<file path="src/rtl/ad9634_cfg_pkg.sv">
// Shared definitions for the AD9634 configuration sequencer: FSM states, error codes,
// register addresses and the 24-bit SPI instruction word layout.
package ad9634_cfg_pkg;

    localparam int unsigned WORD_W = 24;
    localparam int unsigned ADDR_W = 13;
    localparam int unsigned DATA_W = 8;

    // Bit positions of the instruction word fields
    localparam int unsigned RW_POS   = 23;
    localparam int unsigned W_MSB    = 22;
    localparam int unsigned W_LSB    = 21;
    localparam int unsigned ADDR_MSB = 20;
    localparam int unsigned ADDR_LSB = 8;
    localparam int unsigned DATA_MSB = 7;
    localparam int unsigned DATA_LSB = 0;

    localparam logic [ADDR_W-1:0] ADDR_CHIP_ID  = 13'h001;
    localparam logic [ADDR_W-1:0] ADDR_TRANSFER = 13'h0FF;
    localparam logic [DATA_W-1:0] DATA_TRANSFER = 8'h01;
    localparam logic [1:0]        W_SINGLE      = 2'b00;

    typedef enum logic [2:0] {
        IDLE      = 3'd0,
        ISSUE     = 3'd1,
        WAIT_RISE = 3'd2,
        WAIT_FALL = 3'd3,
        GAP       = 3'd4,
        CHECK     = 3'd5,
        DONE      = 3'd6,
        ERR       = 3'd7
    } state_e;

    typedef enum logic [1:0] {
        ERR_NONE     = 2'b00,
        ERR_RISE_TMO = 2'b01,
        ERR_FALL_TMO = 2'b10,
        ERR_CHIP_ID  = 2'b11
    } err_code_e;

    typedef struct packed {
        logic              rw;
        logic [1:0]        w;
        logic [ADDR_W-1:0] addr;
        logic [DATA_W-1:0] data;
    } spi_word_t;

    typedef struct packed {
        logic [ADDR_W-1:0] addr;
        logic [DATA_W-1:0] data;
    } cfg_entry_t;

    function automatic spi_word_t build_word(input logic              rw,
                                             input logic [ADDR_W-1:0] addr,
                                             input logic [DATA_W-1:0] data);
        spi_word_t w;
        w.rw   = rw;
        w.w    = W_SINGLE;
        w.addr = addr;
        w.data = data;
        return w;
    endfunction

endpackage

</file>
<file path="src/rtl/ad9634_cfg_rom.sv">
// AD9634 register configuration table; combinational lookup of entry i_idx.
module ad9634_cfg_rom
    import ad9634_cfg_pkg::*;
#(
    parameter int unsigned NUM_WRITES = 8,
    parameter int unsigned IDX_W      = 4
) (
    input  logic [IDX_W-1:0] i_idx,
    output cfg_entry_t       o_entry_c
);

    // Entries past the populated table rewrite the SPI port config with its default
    always_comb begin
        o_entry_c = '{addr: 13'h000, data: 8'h18};
        if (32'(i_idx) < NUM_WRITES) begin
            case (32'(i_idx))
                0:       o_entry_c = '{addr: 13'h008, data: 8'h00};
                1:       o_entry_c = '{addr: 13'h009, data: 8'h01};
                2:       o_entry_c = '{addr: 13'h00B, data: 8'h00};
                3:       o_entry_c = '{addr: 13'h00D, data: 8'h00};
                4:       o_entry_c = '{addr: 13'h010, data: 8'h00};
                5:       o_entry_c = '{addr: 13'h014, data: 8'h01};
                6:       o_entry_c = '{addr: 13'h016, data: 8'h00};
                7:       o_entry_c = '{addr: 13'h018, data: 8'h04};
                default: o_entry_c = '{addr: 13'h000, data: 8'h18};
            endcase
        end
    end

endmodule

</file>
<file path="src/rtl/ad9634_cfg_sequencer.sv">
// Power-up configuration sequencer for the AD9634: verifies the chip ID, writes the
// register table through an external SPI controller, then issues the transfer/update.
module ad9634_cfg_sequencer
    import ad9634_cfg_pkg::*;
#(
    parameter int unsigned       NUM_WRITES     = 8,
    parameter int unsigned       GAP_CYCLES     = 16,
    parameter int unsigned       TIMEOUT_CYCLES = 4096,
    parameter logic [DATA_W-1:0] CHIP_ID_EXP    = 8'h87
) (
    input  logic              clk,
    input  logic              rst_n,
    input  logic              start,
    output logic [WORD_W-1:0] spi_data,
    output logic              spi_load,
    input  logic              spi_busy,
    input  logic [DATA_W-1:0] spi_rd_data,
    output logic              busy,
    output logic              done,
    output logic              error,
    output logic [1:0]        err_code
);

    localparam int unsigned IDX_W = $clog2(NUM_WRITES + 2);
    localparam int unsigned TMO_W = $clog2(TIMEOUT_CYCLES + 1);
    localparam int unsigned GAP_W = $clog2(GAP_CYCLES + 1);

    localparam logic [IDX_W-1:0] LAST_STEP  = IDX_W'(NUM_WRITES + 1);
    localparam logic [IDX_W-1:0] XFER_PREV  = IDX_W'(NUM_WRITES);
    localparam logic [TMO_W-1:0] TMO_MAX    = TMO_W'(TIMEOUT_CYCLES);
    localparam logic [GAP_W-1:0] GAP_LAST   = GAP_W'(GAP_CYCLES - 1);

    state_e            r_state,    w_state_nxt;
    logic [IDX_W-1:0]  r_idx,      w_idx_nxt;
    logic [TMO_W-1:0]  r_tmo,      w_tmo_nxt;
    logic [GAP_W-1:0]  r_gap,      w_gap_nxt;
    spi_word_t         r_word,     w_word_nxt;
    logic              r_load,     w_load_nxt;
    logic              r_busy,     w_busy_nxt;
    logic              r_done,     w_done_nxt;
    logic              r_error,    w_error_nxt;
    err_code_e         r_err_code, w_err_code_nxt;
    logic [DATA_W-1:0] r_rd_byte,  w_rd_byte_nxt;
    cfg_entry_t        w_entry;

    // Step index: 0 = chip-ID read, 1..NUM_WRITES = table, NUM_WRITES+1 = transfer.
    // While in GAP after step r_idx, the ROM already presents table entry r_idx.
    ad9634_cfg_rom #(
        .NUM_WRITES (NUM_WRITES),
        .IDX_W      (IDX_W)
    ) u_rom (
        .i_idx     (r_idx),
        .o_entry_c (w_entry)
    );

    always_comb begin
        w_state_nxt    = r_state;
        w_idx_nxt      = r_idx;
        w_tmo_nxt      = (r_tmo == TMO_MAX) ? r_tmo : r_tmo + TMO_W'(1);
        w_gap_nxt      = r_gap;
        w_word_nxt     = r_word;
        w_load_nxt     = 1'b0;
        w_busy_nxt     = r_busy;
        w_done_nxt     = 1'b0;
        w_error_nxt    = r_error;
        w_err_code_nxt = r_err_code;
        w_rd_byte_nxt  = r_rd_byte;

        unique case (r_state)
            IDLE: begin
                if (start) begin
                    w_state_nxt    = ISSUE;
                    w_idx_nxt      = '0;
                    w_error_nxt    = 1'b0;
                    w_err_code_nxt = ERR_NONE;
                    w_busy_nxt     = 1'b1;
                    w_load_nxt     = 1'b1;
                    w_word_nxt     = build_word(1'b1, ADDR_CHIP_ID, 8'h00);
                end
            end
            ISSUE: begin
                w_state_nxt = WAIT_RISE;
            end
            WAIT_RISE: begin
                if (spi_busy) begin
                    w_state_nxt = WAIT_FALL;
                end else if (r_tmo == TMO_MAX) begin
                    w_state_nxt    = ERR;
                    w_error_nxt    = 1'b1;
                    w_err_code_nxt = ERR_RISE_TMO;
                    w_busy_nxt     = 1'b0;
                end
            end
            WAIT_FALL: begin
                if (!spi_busy) begin
                    w_rd_byte_nxt = spi_rd_data;
                    w_state_nxt   = (r_idx == '0) ? CHECK : GAP;
                end else if (r_tmo == TMO_MAX) begin
                    w_state_nxt    = ERR;
                    w_error_nxt    = 1'b1;
                    w_err_code_nxt = ERR_FALL_TMO;
                    w_busy_nxt     = 1'b0;
                end
            end
            CHECK: begin
                if (r_rd_byte == CHIP_ID_EXP) begin
                    w_state_nxt = GAP;
                end else begin
                    w_state_nxt    = ERR;
                    w_error_nxt    = 1'b1;
                    w_err_code_nxt = ERR_CHIP_ID;
                    w_busy_nxt     = 1'b0;
                end
            end
            GAP: begin
                w_gap_nxt = r_gap + GAP_W'(1);
                if (r_gap == GAP_LAST) begin
                    if (r_idx == LAST_STEP) begin
                        w_state_nxt = DONE;
                        w_done_nxt  = 1'b1;
                        w_busy_nxt  = 1'b0;
                    end else begin
                        w_state_nxt = ISSUE;
                        w_idx_nxt   = r_idx + IDX_W'(1);
                        w_load_nxt  = 1'b1;
                        if (r_idx == XFER_PREV) begin
                            w_word_nxt = build_word(1'b0, ADDR_TRANSFER, DATA_TRANSFER);
                        end else begin
                            w_word_nxt = build_word(1'b0, w_entry.addr, w_entry.data);
                        end
                    end
                end
            end
            DONE: begin
                w_state_nxt = IDLE;
            end
            ERR: begin
                w_state_nxt = IDLE;
            end
            default: begin
                w_state_nxt = IDLE;
            end
        endcase

        // Both counters restart on every state entry
        if (w_state_nxt != r_state) begin
            w_tmo_nxt = '0;
            w_gap_nxt = '0;
        end
    end

    always_ff @(posedge clk or negedge rst_n) begin
        if (!rst_n) begin
            r_state    <= IDLE;
            r_idx      <= '0;
            r_tmo      <= '0;
            r_gap      <= '0;
            r_word     <= '0;
            r_load     <= 1'b0;
            r_busy     <= 1'b0;
            r_done     <= 1'b0;
            r_error    <= 1'b0;
            r_err_code <= ERR_NONE;
            r_rd_byte  <= '0;
        end else begin
            r_state    <= w_state_nxt;
            r_idx      <= w_idx_nxt;
            r_tmo      <= w_tmo_nxt;
            r_gap      <= w_gap_nxt;
            r_word     <= w_word_nxt;
            r_load     <= w_load_nxt;
            r_busy     <= w_busy_nxt;
            r_done     <= w_done_nxt;
            r_error    <= w_error_nxt;
            r_err_code <= w_err_code_nxt;
            r_rd_byte  <= w_rd_byte_nxt;
        end
    end

    assign spi_data[RW_POS]            = r_word.rw;
    assign spi_data[W_MSB:W_LSB]       = r_word.w;
    assign spi_data[ADDR_MSB:ADDR_LSB] = r_word.addr;
    assign spi_data[DATA_MSB:DATA_LSB] = r_word.data;
    assign spi_load                    = r_load;
    assign busy                        = r_busy;
    assign done                        = r_done;
    assign error                       = r_error;
    assign err_code                    = r_err_code;

endmodule

</file>
<file path="config.mk">
export PLATFORM = sky130hd
export DESIGN_NAME = ad9634_cfg_sequencer
export DESIGN_NICKNAME = d
export VERILOG_FILES = /design/src/rtl/ad9634_cfg_pkg.sv /design/src/rtl/ad9634_cfg_rom.sv /design/src/rtl/ad9634_cfg_sequencer.sv
export SDC_FILE = /design/constraint.sdc
export NUM_CORES = 1
export LEC_CHECK = 0
export ABC_CLOCK_PERIOD_IN_PS = 6560
export CAP_MARGIN = 0
export CORE_UTILIZATION = 40
export CTS_CLUSTER_DIAMETER = 50
export DETAILED_ROUTE_END_ITERATION = 10
export GPL_TIMING_DRIVEN = 0
export HOLD_SLACK_MARGIN = 0.12
export SYNTH_ARGS = -nofsm -noshare
export SYNTH_HDL_FRONTEND = slang
export SYNTH_HIERARCHICAL = 1
export SYNTH_SLANG_ARGS = --single-unit
</file>
<file path="constraint.sdc">
create_clock -name clk -period 6.56 [get_ports clk]
set_clock_uncertainty 0.2 [all_clocks]
set_input_delay 0.984 -clock clk [delete_from_list [all_inputs] [get_ports clk]]
set_output_delay 0.984 -clock clk [all_outputs]
set_load 0.01 [all_outputs]
</file>
==> flow_results.org <==
** Floorplanning
- Measured along the y axis, the die boundary spans 93.20 microns.
- Floorplan row count :: 32
- Die width :: 93.20 microns
- Placeable core region :: 7888 sq um
- Initial Utilization :: 42.18%
- Die area :: 8686 sq um
- For this design the top-level I/O count stands at 42.

** Clocking
- After clock tree synthesis, the setup repair step added 0 buffers.
- No sink is reached through more buffers than the 2 on the longest clock path.
- Cts hold-fix bufs :: 0
- Clock insertion delay at the later pin of the skew report :: 0.35 ns
- The clock net in this run drives a total of 61 sinks.
- Quantity of gates resized following cts :: 0
- Cell chosen for the clock root :: sky130_fd_sc_hd__clkbuf_8
- Maximum level of the CTS H-tree :: 3
- TritonCTS Buffers :: 9
- CTS tree :: built
- After clock tree synthesis, the clock-pin slew on the worst setup and hold paths is 0.07 ns.

** Yosys
- In the synthesized netlist, the cells that appear most often are 61 x sky130_fd_sc_hd__dfrtp_1, 43 x sky130_fd_sc_hd__nand2_1, 28 x sky130_fd_sc_hd__nor3_1.
- Counting flops and latches in the post-synthesis netlist gives 61.
- The most common cell in the synthesized netlist is sky130_fd_sc_hd__dfrtp_1.
- Largest area contributor in the synthesized netlist :: sky130_fd_sc_hd__dfrtp_1
- In this run the cell area of the synthesized design comes to 3327 sq um.
- Yosys printed 6 warnings.
- Async SR Flop Fraction :: 100.0%
- Counting flops with a built-in enable in the synthesized netlist gives 0.
- After technology mapping, the gate count stands at 352.
- Fraction of synthesized cell area taken by the top area cell type :: 45.88%
- Unique masters post-synth :: 57
- Ranking of synthesized cells by area :: sky130_fd_sc_hd__dfrtp_1 46%, sky130_fd_sc_hd__nand2_1 4.9%, sky130_fd_sc_hd__nor3_1 4.2%
- In the synthesized netlist the dominant register cell turns out to be sky130_fd_sc_hd__dfrtp_1.
- For this run, the register share of the synthesized area comes to 45.88%.
- After synthesis, the mean cell area works out to 9.452 sq um.

** Critical path
- Critical path capture point type :: flop
- Maximum net fanout on the critical path :: 10
- Data arrival time of the critical path :: 2.79 ns
- The slowest stage of the critical path belongs to the cell sky130_fd_sc_hd__dfrtp_1.
- Critical path, cell by cell :: ha_1 -> and3_1 -> ha_1 -> nand4bb_1 -> o32ai_1 -> nand2b_1 -> a221o_1 -> buf_2 -> buf_2 -> nor3_1
- Reg2reg path depth :: 10
- Among cell families on the critical path, the largest total delay comes from simple AND/OR/NAND/NOR gates.
- CP Class :: flop to flop
- STA classifies the critical path startpoint as a flop.
- The worst register-to-register path ends at r_tmo[9].
- Worst path depth :: 10
- The startpoint identified for the worst register-to-register timing path is r_gap[0].
- Worst Path Required :: 6.62 ns
- The critical path ends at r_tmo[9].
- Counting both buffers and inverters, the worst setup path holds a total of 2.
- Delay of the slowest cell on the worst path :: 0.41 ns
- In this run the register-to-register setup slack is 3.83 ns.
- Origin of the worst setup path :: r_gap[0]

** GRT
- Maximum number of pins on one net before global-route repair :: 62
- Wire length of the first global-routing pass :: 11.90 mm
- In the global route stage, overall resource usage came out at 17.48%.
- Gr ovfl total :: 0
- Via count of the first global-routing pass :: 2546
- Initial antenna violation count :: 0

** Layout
- Fraction of final layout cells with drive strength greater than 1 :: 13.43%
- Fin area :: 4063 sq um
- At the end of the flow, the number of nets in the layout was 436.
- After filler insertion, the fill cell instance count of the layout stands at 739.
- Area Overhead vs Synth :: 22.11%
- Number of diodes added for antenna fixing :: 0

** STA
- Setup repair after global routing missed its margin :: false
- The count of endpoints failing hold in the final timing report was 0.
- After routing, the total negative slack on setup checks comes to 0 ns.
- Post-route clock period utilization :: 41.68%
- Measured against its own limit, the worst slew margin works out to 50.21%.
- Counting I/O delays and the setup requirement, the final critical path takes 2.734 ns.
- Slew at the pin closest to its max-slew limit :: 0.7469 ns
- Final Max Slew Viols :: 0
- # setup viols final :: 0
- Based on the critical path, the design can be clocked at up to 0.3657 GHz.

** Flow run
- The tool flagged a number of max-cap violations equal to 0.

** Hold path
- Hold path cells :: 2
- The startpoint identified for the worst hold timing path is spi_data[6].
- The path class of the tightest hold or removal check is flop to flop.

** Routing
- In the final routed layout, each cell accounts on average for 12.88 microns.
- Overall via count from detail_route :: 2586
- The count of nets left with antenna violations once routing finished came out at 0.
- Count of routing violations after the opening detailed-route iteration :: 75
- Routed vias/inst :: 4.983
- For this run, design rule violations remaining after detail routing come to 0.
- Before antenna repair, the detailed router went through 4 iterations.
- The final layout contains routed wiring with a total length of 6.684 mm.

** Pwr
- Portion of total power attributed to combinational logic :: 40.0%
- The internal power of the cells totals 0.8321 mW.
- In this run the power density over the cells is 330.3 nW/um^2.
- The share of total power dissipated in sequential elements is 36.8%.
- Clock group share of total power :: 23.2%
- Switching Share :: 38.00%
- Max rail drop VDD :: 193.5 uV
- Leakage power summed over all cells :: 1.824 nW
- For this design the total switching power over the nets is 0.5099 mW.

** Status
- The run finished with clean final reports.

** Placement
- Instance area at placement :: 3877 sq um
- Detailed placement finished with a half-perimeter wire length of 4.644 mm.
- Routability-driven placement finished with a final weighted congestion of 0.8657.
- In this run the tool buffered the top-level ports with 38 buffer cells.
## power groups by stage
stage                     combinational [mW]  clock (mW)  sequential, mW
after floorplan                        0.373           0           0.501
after global placement                 0.537           0           0.500
after detailed placement               0.542           0           0.501
after CTS                              0.544       0.320           0.495
after global routing                   0.602       0.335           0.504
final                                  0.536       0.312           0.494
## kinds of logic (layout without fill, tap and decap cells)
group                      count (synthesis)  in the layout  share of synthesized area [%]
other                                      2             14                         0.2257
DFF                                       61             61                          45.88
adders and majority gates                 12             12                          4.475
buffers and inverters                     48            101                          7.672
muxes                                     11             11                          3.611
AOI/OAI and AO/OA                         47             47                          9.515
and+or+nand+nor                          155            155                          24.41
xor gates and xnor gates                  16             16                          4.212
## layout make-up
type	count	area, sq um	share of cell area [%]
well taps	102	127.6	3.141
clock buffers	12	165.2	4.065
clock inverters	3	20.02	0.4928
repair buffers	38	377.9	9.301
flip-flops and latches	61	1526	37.57
plain buffers	31	191.4	4.712
multi-input cells	255	1590	39.14
inverters	17	63.81	1.571
## worst min-delay path by stage
| stage | end | slack (ns) |
|---|---|---|
| 2_1_floorplan | r_rd_byte[7] | 0.27 |
| 3_3_place_gp | spi_data[1] | 0.25 |
| 3_5_place_dp | spi_data[18] | 0.26 |
| 4_1_cts | spi_data[6] | 0.27 |
| 5_1_grt | spi_data[17] | 0.29 |
| 6_report | spi_data[6] | 0.27 |
## per-stage QoR
step / setup WS (ns) / std cells / power [mW] / hold slack [ns] / util [%]
5_1_grt: 3.531 / 519 / 1.440 / 0.2899 / 51.51
6_report: 3.826 / 519 / 1.342 / 0.2674 / 51.51
3_3_place_gp: 2.251 / 504 / 1.037 / 0.2516 / 49.19
2_1_floorplan: 3.913 / 364 / 0.8739 / 0.2724 / -
4_1_cts: 3.821 / 519 / 1.359 / 0.2750 / 51.51
3_5_place_dp: 3.542 / 504 / 1.043 / 0.2600 / 49.16
## cell usage in the layout (no fill, tap or decap), types with 3 or more instances in the layout
master,n
sky130_fd_sc_hd__conb_1,14
sky130_fd_sc_hd__clkdlybuf4s50_1,37
sky130_fd_sc_hd__nor2b_1,6
sky130_fd_sc_hd__ha_1,11
sky130_fd_sc_hd__o31ai_1,3
sky130_fd_sc_hd__buf_2,3
sky130_fd_sc_hd__nor3b_1,3
sky130_fd_sc_hd__nand3_1,21
sky130_fd_sc_hd__xor2_1,8
sky130_fd_sc_hd__buf_4,18
sky130_fd_sc_hd__dfrtp_1,61
sky130_fd_sc_hd__clkbuf_8,12
sky130_fd_sc_hd__clkbuf_1,10
sky130_fd_sc_hd__nor2_1,25
sky130_fd_sc_hd__mux2_2,8
sky130_fd_sc_hd__inv_1,16
sky130_fd_sc_hd__nand2_1,43
sky130_fd_sc_hd__xnor2_1,8
sky130_fd_sc_hd__o21ai_0,10
sky130_fd_sc_hd__nor3_1,28
sky130_fd_sc_hd__mux2i_1,3
sky130_fd_sc_hd__a21oi_1,17
## worst reg2reg max path, delay by kind of cell (launching register included)
kind                       cells  cell delay (ns)
and+or+nand+nor                4             0.77
DFF                            1             0.41
buffers and inverters          2             0.38
adders and majority gates      2             0.45
AOI/OAI and AO/OA              2             0.44
## sequential cells by signal (all words and copies together) (netlist names)
register and flops:
spi_data 22, r_tmo 13, r_rd_byte 8, r_gap 5, r_idx 4, r_state 3, err_code 2, busy 1
done 1, error 1, spi_load 1
## routing by layer
metal,vias up,track usage (%),wire (microns)
met3,7,5.528,359
met4,0,5.769,67
li1,1303,-,-
met2,62,27.94,3078
met1,1214,22.40,3178
met5,-,0,0
(Power assumes the default switching activity.)
